[config.mk]
export PLATFORM = sky130hd
export DESIGN_NAME = aes_stream_io
export DESIGN_NICKNAME = d
export VERILOG_FILES = /design/src/rtl/aes_io_pkg.sv /design/src/rtl/aes_word_serializer.sv /design/src/rtl/aes_stream_io.sv
export SDC_FILE = /design/constraint.sdc
export NUM_CORES = 1
export LEC_CHECK = 0
export ABC_AREA = 1
export CORE_MARGIN = 2
export CORE_UTILIZATION = 54
export CTS_CLUSTER_SIZE = 8
export DETAILED_ROUTE_END_ITERATION = 10
export PLACE_DENSITY = 0.87
export SLEW_MARGIN = 20
export SYNTH_ARGS = -nofsm -noshare
export SYNTH_HDL_FRONTEND = slang
export SYNTH_HIERARCHICAL = 1
export SYNTH_SLANG_ARGS = --single-unit
export TNS_END_PERCENT = 1
[constraint.sdc]
create_clock -name clock -period 4.04 [get_ports clock]
set_input_delay 0.808 -clock clock [delete_from_list [all_inputs] [get_ports clock]]
set_output_delay 0.808 -clock clock [all_outputs]
set_load 0.05 [all_outputs]
[src/rtl/aes_io_pkg.sv]
// Shared types and constants for the word-serial AES128 front/back end.
package aes_io_pkg;

  typedef enum logic [1:0] {
    ST_LOAD  = 2'd0,
    ST_RUN   = 2'd1,
    ST_OUT   = 2'd2,
    ST_ERROR = 2'd3
  } state_t;

  localparam int KEY_WORDS              = 4;
  localparam int DATA_WORDS             = 4;
  localparam int FRAME_WORDS            = KEY_WORDS + DATA_WORDS;
  localparam int WORD_IDX_W             = 2;
  localparam int FRAME_CNT_W            = 3;
  localparam int DEFAULT_TIMEOUT_CYCLES = 64;

  // Word 0 is the most significant 32 bits: lsb = 96 - 32*idx.
  function automatic logic [6:0] word_lsb(input logic [WORD_IDX_W-1:0] idx);
    return {~idx, 5'd0};
  endfunction

endpackage

[src/rtl/aes_word_serializer.sv]
// Captures a 128-bit ciphertext and streams it out as four 32-bit words, MSW first.
module aes_word_serializer
  import aes_io_pkg::*;
(
  input  logic         clock,
  input  logic         reset_n,
  input  logic         capture,
  input  logic [127:0] capture_data,
  output logic         m_valid,
  input  logic         m_ready,
  output logic [31:0]  m_data,
  output logic         last_xfer
);

  logic [127:0]          buf_q;
  logic [WORD_IDX_W-1:0] idx_q;
  logic                  valid_q;

  always_ff @(posedge clock or negedge reset_n) begin
    if (!reset_n) begin
      buf_q   <= '0;
      idx_q   <= '0;
      valid_q <= 1'b0;
    end else if (capture) begin
      buf_q   <= capture_data;
      idx_q   <= '0;
      valid_q <= 1'b1;
    end else if (valid_q && m_ready) begin
      idx_q <= idx_q + 2'd1;
      if (idx_q == 2'd3) valid_q <= 1'b0;
    end
  end

  // Word is held until accepted: transfer = m_valid & m_ready.
  assign m_valid   = valid_q;
  assign m_data    = buf_q[word_lsb(idx_q) +: 32];
  assign last_xfer = valid_q && m_ready && (idx_q == 2'd3);

endmodule

[src/rtl/aes_stream_io.sv]
// Word-serial key/plaintext loader, AES core sequencer and ciphertext streamer.
// Optional AES_KEY_REUSE_EN: s_newkey=0 on the first word selects a 4-word data-only frame.
module aes_stream_io
  import aes_io_pkg::*;
#(
  parameter int TIMEOUT_CYCLES = DEFAULT_TIMEOUT_CYCLES
) (
  input  logic         clock,
  input  logic         reset_n,
  input  logic         s_valid,
  output logic         s_ready,
  input  logic [31:0]  s_data,
`ifdef AES_KEY_REUSE_EN
  input  logic         s_newkey,
`endif
  output logic         m_valid,
  input  logic         m_ready,
  output logic [31:0]  m_data,
  output logic         aes_ce,
  output logic [127:0] aes_key,
  output logic [127:0] aes_data_in,
  input  logic [127:0] aes_data_out,
  input  logic         aes_done,
  output logic         busy,
  output logic         error,
  output state_t       dbg_state
);

  state_t                 state;
  logic [FRAME_CNT_W-1:0] word_cnt;
  logic [7:0]             cyc_cnt;
  logic [127:0]           key_q;
  logic [127:0]           data_q;
  logic                   error_q;
  logic                   capture;
  logic                   last_xfer;
  logic [6:0]             lsb;

  assign lsb = word_lsb(word_cnt[WORD_IDX_W-1:0]);

  always_ff @(posedge clock or negedge reset_n) begin
    if (!reset_n) begin
      state    <= ST_LOAD;
      word_cnt <= '0;
      cyc_cnt  <= '0;
      key_q    <= '0;
      data_q   <= '0;
      error_q  <= 1'b0;
    end else begin
      case (state)
        ST_LOAD: begin
          if (s_valid) begin
`ifdef AES_KEY_REUSE_EN
            // Data-only frame: jump the counter straight into the data half.
            if (word_cnt == '0 && !s_newkey) begin
              data_q[127:96] <= s_data;
              word_cnt       <= 3'd5;
            end else
`endif
            begin
              if (!word_cnt[2]) key_q[lsb +: 32]  <= s_data;
              else              data_q[lsb +: 32] <= s_data;
              if (word_cnt == 3'(FRAME_WORDS - 1)) begin
                state    <= ST_RUN;
                word_cnt <= '0;
                cyc_cnt  <= '0;
              end else begin
                word_cnt <= word_cnt + 3'd1;
              end
            end
          end
        end
        ST_RUN: begin
          if (aes_done) begin
            state <= ST_OUT;
          end else if (cyc_cnt == 8'(TIMEOUT_CYCLES - 1)) begin
            state   <= ST_ERROR;
            error_q <= 1'b1;
          end else begin
            cyc_cnt <= cyc_cnt + 8'd1;
          end
        end
        ST_OUT: begin
          if (last_xfer) state <= ST_LOAD;
        end
        default: ;
      endcase
    end
  end

  assign s_ready     = (state == ST_LOAD);
  assign aes_ce      = (state == ST_RUN);
  assign capture     = aes_ce && aes_done;
  assign busy        = !(state == ST_LOAD && word_cnt == '0);
  assign error       = error_q;
  assign aes_key     = key_q;
  assign aes_data_in = data_q;
  assign dbg_state   = state;

  aes_word_serializer u_ser (
    .clock        (clock),
    .reset_n      (reset_n),
    .capture      (capture),
    .capture_data (aes_data_out),
    .m_valid      (m_valid),
    .m_ready      (m_ready),
    .m_data       (m_data),
    .last_xfer    (last_xfer)
  );

endmodule

* Word level (Yosys, flattened, before mapping)
Cells that the tools add are included.
Cells by class: add/subtract/negate cells 4, reduce and logical (&&, ||, !) cells 18, eq/ne operators 11, order comparisons 0, multiplexer cells 19, shift operators 3, $mul 0, bitwise logic cells 4, divide/modulo/power cells 0
Operators with widths (number):
- bitwise mux 128 bit | 2
- variable shift 32 x 9 -> 128 bit (first input constant) | 1
- variable part select 128 x 8 -> 32 bit | 1
- variable part select 32 x 9 -> 128 bit | 1
- two-way mux 8 bit | 4
- one-hot mux 8 bit (2 select lines) | 1
- two-way mux 2 bit | 7
- AND reduction 5 bit | 2
- negation 7 -> 9 bit | 1
- AND reduction 3 bit | 3
- adder 8 x 1 -> 8 bit (second input constant) | 1
- == test 8 x 6 -> 1 bit (second input constant) | 1
- != test 2 bit (second input constant) | 4
- one-hot mux 2 bit (3 select lines) | 1
- nonzero test 2 bit | 3
- == test 2 bit (second input constant) | 2
- logical AND 1 bit | 4
- NOT 2 bit | 2
- AND reduction 2 bit | 2
- adder 3 x 1 -> 3 bit (second input constant) | 1
- == test 3 bit (second input constant) | 1
- logical NOT 3 bit | 1
- two-way mux 1 bit | 3
- two-way mux 3 bit | 1
- other kinds (8) | 9
Storage, ports and cells: input bits 165, bits in read-only memories 0, flip-flop bits (word level) 401, output and inout bits 295, word-level logic and storage cells 68, latch bits 0, memories kept 0, RAM bits 0

* Longest topological paths before layout
Gate-level depths: netlist of run 1.
depth in word-level cells 4, depth in mapped cells 10, gate-level depth less buffers 9

* Cells and area by module
Netlist of run 1, hierarchy kept.
Modules (own cells, without submodules):
- aes_stream_io | area each 11568.6 um^2, times used 1, sequential area each 6756.5 um^2, cells each 1360
- aes_word_serializer | area each 6927.9 um^2, times used 1, sequential area each 3278.1 um^2, cells each 804

* Worst setup path before layout of run 1
No wires, ideal clock.
kind register -> register, start point reg state[0] (netlist: dbg_state[0]), end point reg u_ser.buf_q[29], period minus slack after synthesis 2.550 ns, data arrival time 2.423 ns, stages on the path, launching flop included 8, path buffers 2, slack 1.490 ns, setup time 0.127 ns, data required time 3.913 ns, cells stage by stage dfrtp_1 inv_1 nor2_1 nand2_1 inv_1 buf_6 clkbuf_2 o21ai_2
On the way: word-level cells in the longest chain between the ends 2
Ends and longest elaborated chain:
- start, declared | RTL line aes_stream_io.sv:29 | state_t state;
- start signal, assigned | RTL line aes_stream_io.sv:43 | state <= ST_LOAD;
- start signal, assigned | RTL line aes_stream_io.sv:64 | state <= ST_RUN;
- start signal, assigned | RTL line aes_stream_io.sv:75 | state <= ST_OUT;
- == test 2 x 1 -> 1 bit | RTL line aes_stream_io.sv:92 | assign aes_ce = (state == ST_RUN);
- net aes_ce | RTL line aes_stream_io.sv:19 | output logic aes_ce,
- logical AND 1 bit | RTL line aes_stream_io.sv:93 | assign capture = aes_ce && aes_done;
- net capture | RTL line aes_stream_io.sv:35 | logic capture;
- end signal, assigned | RTL line aes_word_serializer.sv:25 | buf_q <= capture_data;
- end, declared | RTL line aes_word_serializer.sv:15 | logic [127:0] buf_q;
The timed path passes the listed nets, and every way through them passes these cells. A chain may end at the register's enable or synchronous reset.

* Worst setup path in the final report of run 1
start point reg u_ser.idx_q[0], end point out m_data[0]
On the way: word-level cells in the longest chain between the ends 2
Ends and longest elaborated chain:
- start, declared | RTL line aes_word_serializer.sv:16 | logic [WORD_IDX_W-1:0] idx_q;
- start signal, assigned | RTL line aes_word_serializer.sv:29 | idx_q <= idx_q + 2'd1;
- NOT 2 bit | RTL line aes_io_pkg.sv:20 | return {~idx, 5'd0};
- variable part select 128 x 8 -> 32 bit | RTL line aes_word_serializer.sv:36 | assign m_data = buf_q[word_lsb(idx_q) +: 32];
- end, declared | RTL line aes_stream_io.sv:18 | output logic [31:0] m_data,
Every way passes these cells.

==> out/metrics.csv, run 1 <==
metric;value;unit
max-slew violations;0;
slew at the pin with the worst max-slew slack;0.771;ns
end of the worst register-to-register path;aes_key[109];
total gr overflow;0;
asr flop ratio synth;1.00;
Setup crit start;u_ser/idx_q[0];
largest net degree at the start of global routing;95;
R2R Setup Slk;0.80;ns
Place WS;0.964;ns
CP arrival;2.69;ns
#FFs+latches synth;401;
status;finished clean;
worst r2r src;word_cnt[0];
maximum VDD drop;0.000337;V
post-CTS setup buffer count;0;
Finish-stage setup viols;0;
crit-path most repeated cell;nand2_1;
stages on the worst setup path;6;
power per cell area;345;nW/um2
Max H-tree Level;2;
clock slew at reported path FFs;0.05;ns
WL final;59.8;mm
RSZ-0062 raised after global routing;no;
cells along the critical path;inv_2 > buf_12 > nand2_1 > nand3_1 > nand2_1 > clkdlybuf4s50_1;
worst-path fanout max;36;
synth top area cells;dfrtp_1 (54%), nand2_1 (16%), o21ai_2 (5.8%);
Setup TNS Final;0;ns
CTS max path bufs;3;
CTS resizes;0;
HP Class;in2async;
GR Util All Layers;0.335;
die width;189;um
CTS hold repair buffers;0;
reg2reg path depth;8;
fin nets;2754;
hold_ws;0.261;ns
starting density of the core;0.550;
Seq/Total Area, Yosys;0.543;
drt pass-1 iters;5;
post-synth top area cell;dfrtp_1;
vias in the first global route;17100;
Max Cap Viol;0;
die area;35700;um2
GPL Wtd Cong;0.925;
# IOs;460;
CP bufs+invs;3;
antenna viol nets, final;0;
die height;189;um
top cell type's share of synthesized area;0.543;
Slowest cell on crit path;clkdlybuf4s50_1;
Num CTS Buffers;56;
Cells after Synth;2164;
Final WS setup;0.539;ns
routed vias/inst;5.51;
initial antenna violation count;6;
crit path to;m_data[0];
CTS root buf;clkbuf_16;
Slew HR;0.486;
core area;33600;um2
clock sinks;401;
CTS tree;built;
Leak Pwr;11.9;nW
fmax;286;MHz
most common flop cell mapped by yosys;dfrtp_1;
CP required;3.23;ns
row count;67;
crit-path leading delay family;buffers and inverters;
DR iter-0 viols;1613;
final number of hold-violating endpoints;0;
layout cells sized above 1;0.129;
Cell variety after synth;30;
synth-to-layout area growth;33.1;%
Worst path max stage delay;0.71;ns
CP Launch Type;register;
Clock Latency Late Sink;0.59;ns
Mapped Nets;2338;
CP Class;reg2out;
Synth Cell Area;18500;um2
DRC;0;
global-route wire length before repair;93.8;mm
CP endpoint kind;output pin;
Tcrit/Tclk final;0.867;
dpl hpwl;40.4;mm
post-layout minimum cycle time;3.50;ns
average size of a mapped cell;8.55;um2
Routed WL per cell;19.7;um
Syn. warnings;6;
Post-synth EDFFs;0;
Port Buffer Count;459;
skew final;0.0314;ns
Via Count;16700;
## report_power, final
part / total, W / internal (W) / switching (W) / leakage (nW)
Combinational: 0.000316 / 0.000154 / 0.000161 / 6.30
Clock: 0.00416 / 0.00248 / 0.00168 / 0.729
Sequential: 0.00402 / 0.00402 / 0 / 4.91
## how the worst min path moves through the flow
| stage | end | slack (ns) | depth (start not counted) |
|---|---|---|---|
| final | aes_data_in[124] | 0.26 | 1 |
| after floorplan | u_ser/buf_q[111] | 0.47 | 2 |
| after global routing | aes_data_in[124] | 0.31 | 1 |
| after detailed placement | error | 0.46 | 1 |
| after global placement | error | 0.45 | 1 |
| after CTS | aes_key[122] | 0.28 | 1 |
## cell families after synthesis
| kind of cell | count (synthesis) | synth area share |
|---|---|---|
| AND/OR/NAND/NOR | 1113 | 0.253 |
| flip-flops | 401 | 0.543 |
| adder cells (fa/ha/maj) | 9 | 0.00609 |
| buffers and inverters | 318 | 0.0857 |
| XOR/XNOR | 3 | 0.00142 |
| AO/OA/AOI/OAI | 320 | 0.112 |
## per-layer routing
metal  vias to the layer above  track usage  part of all wire
li1                       7578            -                 -
met1                      8020        0.423              0.38
met2                       941        0.536              0.47
met3                       203       0.0769             0.094
met4                         2        0.185             0.061
met5                         -            0           0.00015
## state kept, by name, indices dropped and copies added (netlist names)
name / cells
aes_data_in: 128
aes_key: 128
cyc_cnt: 8
dbg_state: 2
error: 1
u_ser/buf_q: 128
u_ser/idx_q: 2
u_ser/m_valid: 1
word_cnt: 3
## metrics by stage
step	cell area (um2)	std cells	total power, W	util
final	24600	3038	0.00850	0.732
after global routing	24600	3037	0.00872	0.732
after CTS	24600	3032	0.00853	0.732
after detailed placement	23100	2970	0.00440	0.687
after global placement	23100	2970	0.00440	0.687
after floorplan	18500	2164	0.00411	-
## worst register-to-register path: cells and delay by family, from the launching register on
| kind | cells | cell delay (ns) |
|---|---|---|
| fa+ha+maj | 1 | 0.46 |
| buf+inv | 3 | 1.24 |
| flops | 1 | 0.31 |
| simple gates | 4 | 1.12 |
## final cells by class
type | count | area [um2]
well taps | 448 | 561
clock buffers | 59 | 1440
flip-flops and latches | 401 | 10000
clock inverters | 3 | 53.8
multi-input cells | 1445 | 6880
inverters | 191 | 732
fillers | 2362 | 9000
diodes | 6 | 15.0
repair buffers | 485 | 4890
## synthesized netlist by cell type (25+ instances only)
cell and instances:
dfrtp_1 401, clkbuf_1 32, buf_2 50, nor3_1 25, o21ai_2 122, inv_1 183
nand3_1 110, o21ai_0 152, nand2_1 777, nand2_2 99, o21ai_1 44, nor2_1 91
## cell usage in the layout, fill, tap and decap left out, types with 25 or more instances in the layout
master	instances
clkbuf_16	57
o21ai_2	122
o21ai_0	152
nand2_2	100
nand3_1	110
nor3_1	25
clkdlybuf4s50_1	453
inv_1	181
o21ai_1	44
nand2_1	776
nor2_1	91
dfrtp_1	400
Power figures use the tool's default switching activity.
==> inputs of run 2 (changes only) <==
--- a/config.mk
+++ b/config.mk
@@ -11,6 +11,7 @@
 export CTS_CLUSTER_SIZE = 8
 export DETAILED_ROUTE_END_ITERATION = 10
 export PLACE_DENSITY = 0.87
+export RECOVER_POWER = 100
 export SLEW_MARGIN = 20
 export SYNTH_ARGS = -nofsm -noshare
 export SYNTH_HDL_FRONTEND = slang
==> out/metrics.csv, run 2 (synthesis results as in run 1) <==
metric;value;unit;change
CP Launch Type;register;;
worst r2r src;word_cnt[0];;
Port Buffer Count;459;;unchanged
GR Util All Layers;0.335;;unchanged
fin cells;3038;;unchanged
CTS tree;built;;
Final WS setup;0.479;ns;-0.0597 ns
R2R Setup Slk;0.59;ns;-0.21 ns
post-layout minimum cycle time;3.56;ns;+0.0597 ns
largest net degree at the start of global routing;95;;unchanged
synth-to-layout area growth;30.4;%;
CP Class;reg2out;;
end of the worst register-to-register path;aes_data_in[5];;
row count;67;;unchanged
Num CTS Buffers;56;;unchanged
Clock Latency Late Sink;0.58;ns;about the same
global-route wire length before repair;93.8;mm;unchanged
CTS hold repair buffers;0;;unchanged
GPL Wtd Cong;0.925;;unchanged
HP Class;reg2reg;;
DR iter-0 viols;1565;;-3.0%
final core occ;0.717;;-0.0151
die height;189;um;unchanged
clock slew at reported path FFs;0.05;ns;about the same
CTS resizes;0;;unchanged
# IOs;460;;unchanged
Hold Path Depth;1;;
Place WS;0.964;ns;unchanged
Leak Pwr;12.6;nW;+5.4%
post-CTS setup buffer count;0;;unchanged
slew at the pin with the worst max-slew slack;2.44;ns;+1.67 ns
min-delay src;error;;
initial antenna violation count;6;;unchanged
fmax;281;MHz;-1.7%
power per cell area;352;nW/um2;+2.0%
status;finished with violations;;
dpl hpwl;40.4;mm;unchanged
Slew HR;-0.626;;-1.11
failing checks;max-capacitance violations, max-slew violations;;
RSZ-0062 raised after global routing;no;;
max-slew violations;91;;+91
Hold EP;error;;
clock sinks;401;;unchanged
CP arrival;2.75;ns;+0.06 ns
most common cell after layout, fill and taps aside;nand2_1;;
Via Count;16700;;-0.36%
maximum VDD drop;0.000337;V;about the same
fillers;2523;;+6.8%
skew final;0.0288;ns;-0.00260 ns
final number of hold-violating endpoints;0;;unchanged
Setup TNS Final;0;ns;unchanged
Tcrit/Tclk final;0.881;;+0.0148
fin nets;2754;;unchanged
layout cells sized above 1;0.0801;;-0.0488
Finish-stage setup viols;0;;unchanged
total power;0.00849;W;about the same
Placed Cells;2970;;unchanged
worst-path fanout max;36;;unchanged
multi-input logic area;6480;um2;-5.9%
die width;189;um;unchanged
core area;33600;um2;unchanged
WL final;59.9;mm;+0.10%
starting density of the core;0.550;;unchanged
routed vias/inst;5.49;;-0.36%
Storage cell area;10000;um2;unchanged
drt pass-1 iters;5;;unchanged
CP endpoint kind;output pin;;
reg2reg path depth;9;;+1
total gr overflow;0;;unchanged
CTS root buf;clkbuf_16;;
antenna viol nets, final;0;;unchanged
die area;35700;um2;unchanged
most frequent cells in the layout;nand2_1 (825), dfrtp_1 (400), dlygate4sd3_1 (290);;
Max Cap Viol;1;;+1
CP required;3.23;ns;about the same
DRC;0;;unchanged
Max H-tree Level;2;;unchanged
CTS max path bufs;3;;unchanged
Routed WL per cell;19.7;um;+0.10%
vias in the first global route;17100;;unchanged
[run 2: metrics by stage]
step           hold WS [ns]  cell area [um2]
4_1_cts               0.284            24600
2_1_floorplan         0.469            18500
5_1_grt               0.489            24100
6_report              0.461            24100
3_5_place_dp          0.457            23100
3_3_place_gp          0.447            23100
[run 2: worst max-delay path, stage by stage (launching register included)]
cell           delay [ns]
dfrtp_2              0.40
inv_2                0.46
buf_12               0.28
nand2_1              0.09
nand3_1              0.09
nand2_1              0.08
dlygate4sd3_1        0.76
[run 2: worst max-delay path by stage]
stage / slack (ns) / startpoint / endpoint
detailed placement: 0.96 / word_cnt[0] / aes_key[109]
CTS: 0.53 / u_ser/idx_q[0] / m_data[31]
global route: 0.23 / s_valid / aes_data_in[119]
global placement: 1.07 / s_valid / aes_key[42]
finish: 0.48 / u_ser/idx_q[0] / m_data[31]
floorplan: 1.49 / dbg_state[0] / u_ser/buf_q[29]
[run 2: area by class of cell]
cell class	instances	share of cell area
Antenna cell	6	0.000623
Clock buffer	59	0.0599
Inverter	191	0.0302
Clock inverter	3	0.00223
Tap cell	448	0.0232
Multi-Input combinational cell	1445	0.269
Sequential cell	401	0.416
Timing Repair Buffer	485	0.199
[run 2: power breakdown]
group	internal (W)	switching, W
sequential	0.00402	0
clock	0.00248	0.00167
combinational	0.000153	0.000157
total	0.00666	0.00183
[run 2: metal layers]
metal  vias to the layer above  GRT usage  share of wire
met4                         0      0.185          0.059
li1                       7566          -              -
met2                       897      0.536           0.47
met5                         -          0              0
met1                      8020      0.423           0.38
met3                       200     0.0769          0.093
